$ cat src/rtl/div_unit_if.sv
// div_unit_if -- request/result bundle for the iterative RV32M divide unit.
//
// Signals (names seen from the divider's side):
//   i_valid     requester -> divider  request strobe
//   o_ready     divider -> requester  divider idle, request can be taken
//   i_op_a      requester -> divider  dividend (32 bits)
//   i_op_b      requester -> divider  divisor (32 bits)
//   i_div_op    requester -> divider  00 DIV, 01 DIVU, 10 REM, 11 REMU
//   o_valid     divider -> requester  one-cycle result strobe
//   o_div_data  divider -> requester  result, held after the strobe
//
// Modports: master = requester (execute-stage control), slave = divider.
interface div_unit_if;
  logic        i_valid;
  logic        o_ready;
  logic [31:0] i_op_a;
  logic [31:0] i_op_b;
  logic [1:0]  i_div_op;
  logic        o_valid;
  logic [31:0] o_div_data;

  modport master (
    output i_valid, i_op_a, i_op_b, i_div_op,
    input  o_ready, o_valid, o_div_data
  );

  modport slave (
    input  i_valid, i_op_a, i_op_b, i_div_op,
    output o_ready, o_valid, o_div_data
  );
endinterface

$ cat src/rtl/div_unit.sv
// div_unit -- iterative 32-bit divider for DIV, DIVU, REM and REMU.
//
// A radix-2 restoring divider working on operand magnitudes; the sign is
// applied on the way out. Divide-by-zero and the signed overflow case skip
// the iteration and produce their fixed results one cycle after acceptance.
//
// Ports:
//   i_clk    clock, all state changes on the rising edge
//   i_reset  synchronous active-high reset; aborts any operation in flight
//   bus      div_unit_if.slave: valid/ready request, op/operands, result
//            strobe o_valid and result o_div_data
//
// Timing: a request accepted in cycle 0 returns o_valid in cycle 33
// (cycle 1 for the special cases); o_ready stays low until the cycle
// after o_valid.
module div_unit (
  input  logic       i_clk,
  input  logic       i_reset,
  div_unit_if.slave  bus
);

  typedef enum logic [1:0] {
    IDLE = 2'd0,
    BUSY = 2'd1,
    DONE = 2'd2
  } state_t;

  state_t      state_q, state_d;
  logic [4:0]  cnt_q, cnt_d;
  logic [31:0] rem_q, rem_d;       // partial remainder
  logic [31:0] quo_q, quo_d;       // dividend bits shifting out, quotient in
  logic [31:0] dvs_q, dvs_d;       // divisor magnitude
  logic        rem_op_q, rem_op_d; // result select: 1 = remainder
  logic        neg_quo_q, neg_quo_d;
  logic        neg_rem_q, neg_rem_d;
  logic [31:0] data_q, data_d;

  // Request-side decode
  logic        signed_op;
  logic        a_neg;
  logic        b_neg;
  logic [31:0] a_abs;
  logic [31:0] b_abs;
  logic        div_zero;
  logic        sgn_ovf;

  assign signed_op = ~bus.i_div_op[0];
  assign a_neg     = signed_op & bus.i_op_a[31];
  assign b_neg     = signed_op & bus.i_op_b[31];
  // -(2^31) stays 32'h8000_0000, which is still the right unsigned magnitude
  assign a_abs     = a_neg ? (~bus.i_op_a + 32'd1) : bus.i_op_a;
  assign b_abs     = b_neg ? (~bus.i_op_b + 32'd1) : bus.i_op_b;
  assign div_zero  = (bus.i_op_b == 32'd0);
  assign sgn_ovf   = signed_op && (bus.i_op_a == 32'h8000_0000) &&
                     (bus.i_op_b == 32'hFFFF_FFFF);

  // One restoring step. The shifted remainder needs 33 bits; bit 32 of the
  // trial difference is the borrow, i.e. "divisor did not fit".
  logic [32:0] rem_shift;
  logic [32:0] trial;
  logic        trial_ok;
  logic [31:0] step_rem;
  logic [31:0] step_quo;
  logic [31:0] fin_rem;
  logic [31:0] fin_quo;

  assign rem_shift = {rem_q, quo_q[31]};
  assign trial     = rem_shift - {1'b0, dvs_q};
  assign trial_ok  = ~trial[32];
  assign step_rem  = trial_ok ? trial[31:0] : rem_shift[31:0];
  assign step_quo  = {quo_q[30:0], trial_ok};
  assign fin_quo   = neg_quo_q ? (~step_quo + 32'd1) : step_quo;
  assign fin_rem   = neg_rem_q ? (~step_rem + 32'd1) : step_rem;

  always_comb begin
    state_d   = state_q;
    cnt_d     = cnt_q;
    rem_d     = rem_q;
    quo_d     = quo_q;
    dvs_d     = dvs_q;
    rem_op_d  = rem_op_q;
    neg_quo_d = neg_quo_q;
    neg_rem_d = neg_rem_q;
    data_d    = data_q;

    case (state_q)
      IDLE: begin
        if (bus.i_valid) begin
          rem_op_d  = bus.i_div_op[1];
          neg_quo_d = signed_op & (bus.i_op_a[31] ^ bus.i_op_b[31]);
          neg_rem_d = a_neg;
          if (div_zero) begin
            data_d  = bus.i_div_op[1] ? bus.i_op_a : 32'hFFFF_FFFF;
            state_d = DONE;
          end else if (sgn_ovf) begin
            data_d  = bus.i_div_op[1] ? 32'd0 : 32'h8000_0000;
            state_d = DONE;
          end else begin
            rem_d   = 32'd0;
            quo_d   = a_abs;
            dvs_d   = b_abs;
            cnt_d   = 5'd0;
            state_d = BUSY;
          end
        end
      end

      BUSY: begin
        rem_d = step_rem;
        quo_d = step_quo;
        cnt_d = cnt_q + 5'd1;
        // The last step's result goes straight to the output register so
        // o_div_data only moves on the way into DONE.
        if (cnt_q == 5'd31) begin
          data_d  = rem_op_q ? fin_rem : fin_quo;
          state_d = DONE;
        end
      end

      DONE: begin
        state_d = IDLE;
      end

      default: begin
        state_d = IDLE;
      end
    endcase
  end

  always_ff @(posedge i_clk) begin
    if (i_reset) begin
      state_q   <= IDLE;
      cnt_q     <= 5'd0;
      rem_q     <= 32'd0;
      quo_q     <= 32'd0;
      dvs_q     <= 32'd0;
      rem_op_q  <= 1'b0;
      neg_quo_q <= 1'b0;
      neg_rem_q <= 1'b0;
      data_q    <= 32'd0;
    end else begin
      state_q   <= state_d;
      cnt_q     <= cnt_d;
      rem_q     <= rem_d;
      quo_q     <= quo_d;
      dvs_q     <= dvs_d;
      rem_op_q  <= rem_op_d;
      neg_quo_q <= neg_quo_d;
      neg_rem_q <= neg_rem_d;
      data_q    <= data_d;
    end
  end

  assign bus.o_ready    = (state_q == IDLE);
  assign bus.o_valid    = (state_q == DONE);
  assign bus.o_div_data = data_q;

endmodule

$ cat src/flat_wrapper.sv
// flat-port wrapper written by rule: the top's interface ports become plain ports
module div_unit_flat 
  (i_clk, i_reset, bus_i_valid, bus_i_op_a, bus_i_op_b, bus_i_div_op, bus_o_ready, bus_o_valid, bus_o_div_data);
  div_unit_if bus_i ();
  input  logic i_clk;
  input  logic i_reset;
  input wire logic [$bits(bus_i.i_valid)-1:0] bus_i_valid;
  input wire logic [$bits(bus_i.i_op_a)-1:0] bus_i_op_a;
  input wire logic [$bits(bus_i.i_op_b)-1:0] bus_i_op_b;
  input wire logic [$bits(bus_i.i_div_op)-1:0] bus_i_div_op;
  output wire logic [$bits(bus_i.o_ready)-1:0] bus_o_ready;
  output wire logic [$bits(bus_i.o_valid)-1:0] bus_o_valid;
  output wire logic [$bits(bus_i.o_div_data)-1:0] bus_o_div_data;
  assign bus_i.i_valid = bus_i_valid;
  assign bus_i.i_op_a = bus_i_op_a;
  assign bus_i.i_op_b = bus_i_op_b;
  assign bus_i.i_div_op = bus_i_div_op;
  assign bus_o_ready = bus_i.o_ready;
  assign bus_o_valid = bus_i.o_valid;
  assign bus_o_div_data = bus_i.o_div_data;
  div_unit u_core (.i_clk(i_clk), .i_reset(i_reset), .bus(bus_i));
endmodule
$ cat config.mk
export PLATFORM = sky130hd
export DESIGN_NAME = div_unit_flat
export DESIGN_NICKNAME = d
export VERILOG_FILES = /design/src/rtl/div_unit_if.sv /design/src/rtl/div_unit.sv /design/src/flat_wrapper.sv
export SDC_FILE = /design/constraint.sdc
export NUM_CORES = 1
export LEC_CHECK = 0
export ABC_CLOCK_PERIOD_IN_PS = 4820
export BUFFER_PORTS_ARGS = -buffer_cell sky130_fd_sc_hd__clkbuf_2
export CAP_MARGIN = 5
export CELL_PAD_IN_SITES_DETAIL_PLACEMENT = 0
export CELL_PAD_IN_SITES_GLOBAL_PLACEMENT = 1
export CORE_AREA = 2 2 198 152
export CTS_CLUSTER_SIZE = 16
export DETAILED_ROUTE_END_ITERATION = 10
export DIE_AREA = 0 0 200 154
export PLACE_DENSITY = 0.74
export SETUP_SLACK_MARGIN = 0.3
export SYNTH_ARGS = -nofsm -noshare
export SYNTH_HDL_FRONTEND = slang
export SYNTH_SLANG_ARGS = --single-unit
$ cat constraint.sdc
create_clock -name i_clk -period 4.82 [get_ports i_clk]
set_input_delay 0.482 -clock i_clk [delete_from_list [all_inputs] [get_ports i_clk]]
set_output_delay 0.482 -clock i_clk [all_outputs]
set_load 0.02 [all_outputs]
==> metrics.json <==
{
  "routed-wl-met2": {"value": 16120, "unit": "µm"},
  "critical_path_s_largest_stage_delay": {"value": 560, "unit": "ps"},
  "globalRouteTotalUtil": {"value": 27.09, "unit": "%"},
  "drv.max_cap_violation_count": {"value": 0},
  "synth_async_sr_flop_share": {"value": 0, "unit": "%"},
  "synth.yosys.seq_area_share": {"value": 24.23, "unit": "%"},
  "critPathRequiredTime": {"value": 5180, "unit": "ps"},
  "final.setup_skew": {"value": 12.51, "unit": "ps"},
  "ctsLongestPathBuffers": {"value": 2},
  "max-slew-margin-rel": {"value": 33.40, "unit": "%"},
  "hold_start": {"value": "bus_i_valid"},
  "drive_gt1_share": {"value": 13.74, "unit": "%"},
  "cts.reportedPaths.clkPinSlew": {"value": 60, "unit": "ps"},
  "achievable-frequency": {"value": 0.2307, "unit": "GHz"},
  "crit-reg2reg-launch": {"value": "u_core.quo_q[31]"},
  "critical_path_peak_fanout": {"value": 21},
  "synth_cell_type_count": {"value": 79},
  "grt_pass1_vias": {"value": 10809},
  "floorplan.die_area": {"value": 30800, "unit": "µm²"},
  "worst-path-stages": {"value": 18},
  "syn-instance-count": {"value": 1545},
  "clock_tree.htree_level_count": {"value": 4},
  "path_cells": {"value": "inv_1 -> ha_1 -> fa_2 -> nor2b_4 -> o31a_4 -> o211ai_1 -> a2111oi_4 -> o21a_1 -> buf_6 -> o21ai_0 -> o21ai_1 -> inv_1 -> ha_2 -> inv_2 -> o21ai_0 -> xor2_1 -> a211o_1 -> a311oi_1"},
  "power-per-cell-area": {"value": 288.4, "unit": "nW/µm²"},
  "floorplan.io_pins": {"value": 103},
  "drt_first_iter_violations": {"value": 1399},
  "place_inst": {"value": 1957},
  "finalWorstSetupSlack": {"value": 485.1, "unit": "ps"},
  "drv_slew": {"value": 0},
  "holdBufCountCts": {"value": 0},
  "report.final.setup_viol": {"value": 0},
  "floorplan.initialDensity": {"value": 39.71, "unit": "%"},
  "clkSinkCount": {"value": 138},
  "ant_nets": {"value": 0},
  "grt_first_pass_wirelength": {"value": 64460, "unit": "µm"},
  "grt_start_max_net_pins": {"value": 87},
  "routed_length_per_placed_instance": {"value": 20.81, "unit": "µm"},
  "grt_setup_unrepaired": {"value": "yes"},
  "critical_path.startpoint": {"value": "u_core.quo_q[31]"},
  "n_antenna_cell": {"value": 0},
  "detail_route.wirelength": {"value": 41470, "unit": "µm"},
  "yosys_warnings": {"value": 0},
  "clock_insertion_delay_worst_skew": {"value": 450, "unit": "ps"},
  "detail_route.wirelength.met1": {"value": 21500, "unit": "µm"},
  "detailed_place_hpwl": {"value": 31620, "unit": "µm"},
  "globalRoute.totalOverflow": {"value": 0},
  "clock_tree_from_tritoncts": {"value": "done"},
  "synth_nets": {"value": 1654},
  "cts_root_buf": {"value": "clkbuf_16"},
  "period_utilization": {"value": 89.94, "unit": "%"},
  "setup_slack_reg_to_reg": {"value": 490, "unit": "ps"},
  "irDropWorstVdd": {"value": 239.6, "unit": "µV"},
  "run_status": {"value": "finished, final reports clean"},
  "synth-edff-count": {"value": 0},
  "core_area": {"value": 28720, "unit": "µm²"},
  "globalplace.congestion": {"value": 0.8860},
  "die_height": {"value": 154, "unit": "µm"},
  "numCtsBuffers": {"value": 17},
  "power_leakage": {"value": 4.979, "unit": "nW"},
  "nNetsFinal": {"value": 1698},
  "rows": {"value": 54},
  "worst-slew-pin-transition": {"value": 999.0, "unit": "ps"},
  "holdCritPathClass": {"value": "in -> reg"},
  "vias_per_cell": {"value": 6.051},
  "drt_pre_antenna_iters": {"value": 7},
  "layout_common_cells": {"value": "nor2_1 (211), dfxtp_1 (138), nand2_1 (117)"},
  "ys.flop_type": {"value": "dfxtp_1"},
  "num_vias": {"value": 12059},
  "chipWidth": {"value": 200, "unit": "µm"},
  "drcViolationCount": {"value": 0},
  "layout.cells.most_common": {"value": "nor2_1"},
  "initial_antenna_violation_count": {"value": 0},
  "finalCriticalPeriod": {"value": 4335, "unit": "ps"},
  "crit_end": {"value": "u_core.bus.o_div_data[4]"},
  "syn-cell-area": {"value": 11400, "unit": "µm²"},
  "cpLargestDelayFamily": {"value": "compound AO/OA/AOI/OAI gates"},
  "routed-wl-met3": {"value": 3433, "unit": "µm"},
  "timing_hold_violations_final": {"value": 0},
  "area_delta_synth_final": {"value": 13.82, "unit": "%"},
  "port_buffers": {"value": 102},
  "avgSynthCellArea": {"value": 7.380, "unit": "µm²"},
  "crit_slowest_cell": {"value": "a2111oi_4"},
  "filler_cell_count": {"value": 2974},
  "ys_ff_latch": {"value": 138},
  "crit_arrival": {"value": 4690, "unit": "ps"},
  "criticalPathCategory": {"value": "reg -> reg"},
  "r2r_cells": {"value": 18},
  "top_layer_used": {"value": "met4"},
  "critPathLaunchType": {"value": "register"},
  "setup_total_negative_slack": {"value": 0, "unit": "ps"},
  "layout.cells.non_filler": {"value": 1993},
  "critical_path.n_buffers_inverters": {"value": 4},
  "setup.worst_path.end_class": {"value": "register"},
  "worstReg2RegEnd": {"value": "u_core.bus.o_div_data[4]"},
  "dp_slack": {"value": 218.1, "unit": "ps"}
}
[tightest hold or removal path: cells and delay by family]
family                 cells  cell delay [ps]
and+or+nand+nor            1               80
AOI/OAI and AO/OA          1               60
buffers and inverters      1              100
[registers in the layout (all words and copies together) (netlist names)]
signal / flops
u_core.neg_rem_q: 1
u_core.bus.o_div_data: 32
u_core.rem_op_q: 1
u_core.cnt_q: 5
u_core.neg_quo_q: 1
u_core.rem_q: 32
u_core.state_q: 2
u_core.dvs_q: 32
u_core.quo_q: 32
[power by group]
part	switching (mW)	internal [mW]	leakage, nW	total, mW
combinational	0.680	0.397	3.56	1.08
clock	0.568	0.850	0.294	1.42
sequential	0.0554	1.19	1.12	1.25
total	1.30	2.44	4.98	3.74
[per-layer routing]
metal / up-vias / track usage [%]
met5: - / 0
met3: 39 / 5.242
met2: 499 / 36.06
li1: 5804 / -
met1: 5717 / 43.99
met4: 0 / 4.691
[worst min path at each step]
stage | depth (start not counted) | end | slack, ps
2_1_floorplan | 2 | u_core.dvs_q[31] | 450
3_3_place_gp | 2 | u_core.dvs_q[31] | 460
3_5_place_dp | 2 | u_core.dvs_q[31] | 460
4_1_cts | 3 | u_core.rem_op_q | 310
5_1_grt | 3 | u_core.rem_op_q | 340
6_report | 3 | u_core.rem_op_q | 330
[logic make-up after synthesis]
| logic type | count (synthesis) | synth area share [%] |
|---|---|---|
| and+or+nand+nor | 547 | 23.04 |
| AOI/OAI and AO/OA | 502 | 30.42 |
| buffers and inverters | 167 | 5.827 |
| DFF | 138 | 24.23 |
| xor gates and xnor gates | 122 | 9.371 |
| adders and majority gates | 40 | 4.455 |
| muxes | 29 | 2.656 |
[synth_stat cells (all sizes together), types with 15 or more instances]
cell    count  share of area (%)
nand3      19               0.83
a311oi     15                1.2
buf        22                1.1
or4        17                1.1
a21oi     104                4.6
xor2       51                3.9
nand2b     15               0.82
or3        22                1.3
o211ai     20                1.3
nor3       46                2.1
a21o       17                1.1
clkbuf     86                2.8
nor2      212                7.0
nand2     117                3.9
nor4       15               0.82
o21ai     115                5.0
mux2i      19                1.7
inv        59                1.9
dfxtp     138                 24
a22oi      23                1.5
a222oi     31                2.7
o31ai      32                2.3
a211oi     46                3.0
xnor2      71                5.5
ha         39                4.3
[cell type report]
class | instances | area (µm²) | share of cell area [%]
Clock inverter | 11 | 145.1 | 1.118
Clock buffer | 20 | 466.7 | 3.596
Timing Repair Buffer | 133 | 795.8 | 6.132
Inverter | 59 | 221.5 | 1.707
Multi-Input combinational cell | 1240 | 8095 | 62.38
Tap cell | 392 | 490.5 | 3.779
Sequential cell | 138 | 2763 | 21.29
[stage by stage]
step	power, mW	instance area, µm²	utilization [%]	hold WS [ps]
2_1_floorplan	1.987	11400	-	446.3
3_3_place_gp	2.290	12210	42.52	460.0
3_5_place_dp	2.291	12210	42.52	464.3
4_1_cts	3.706	12830	44.69	314.7
5_1_grt	3.911	12980	45.19	336.7
6_report	3.743	12980	45.19	325.3
[timing repair]
| action | CTS | global route |
|---|---|---|
| buffers inserted | 0 | 4 |
| gates cloned | 0 | 1 |
| setup endpoints to repair | 4 | 21 |
| gates resized for setup | 2 | 27 |
| pin swaps | 1 | 6 |
| endpoints found under the hold margin | 0 | 0 |
(Power assumes the default switching activity.)
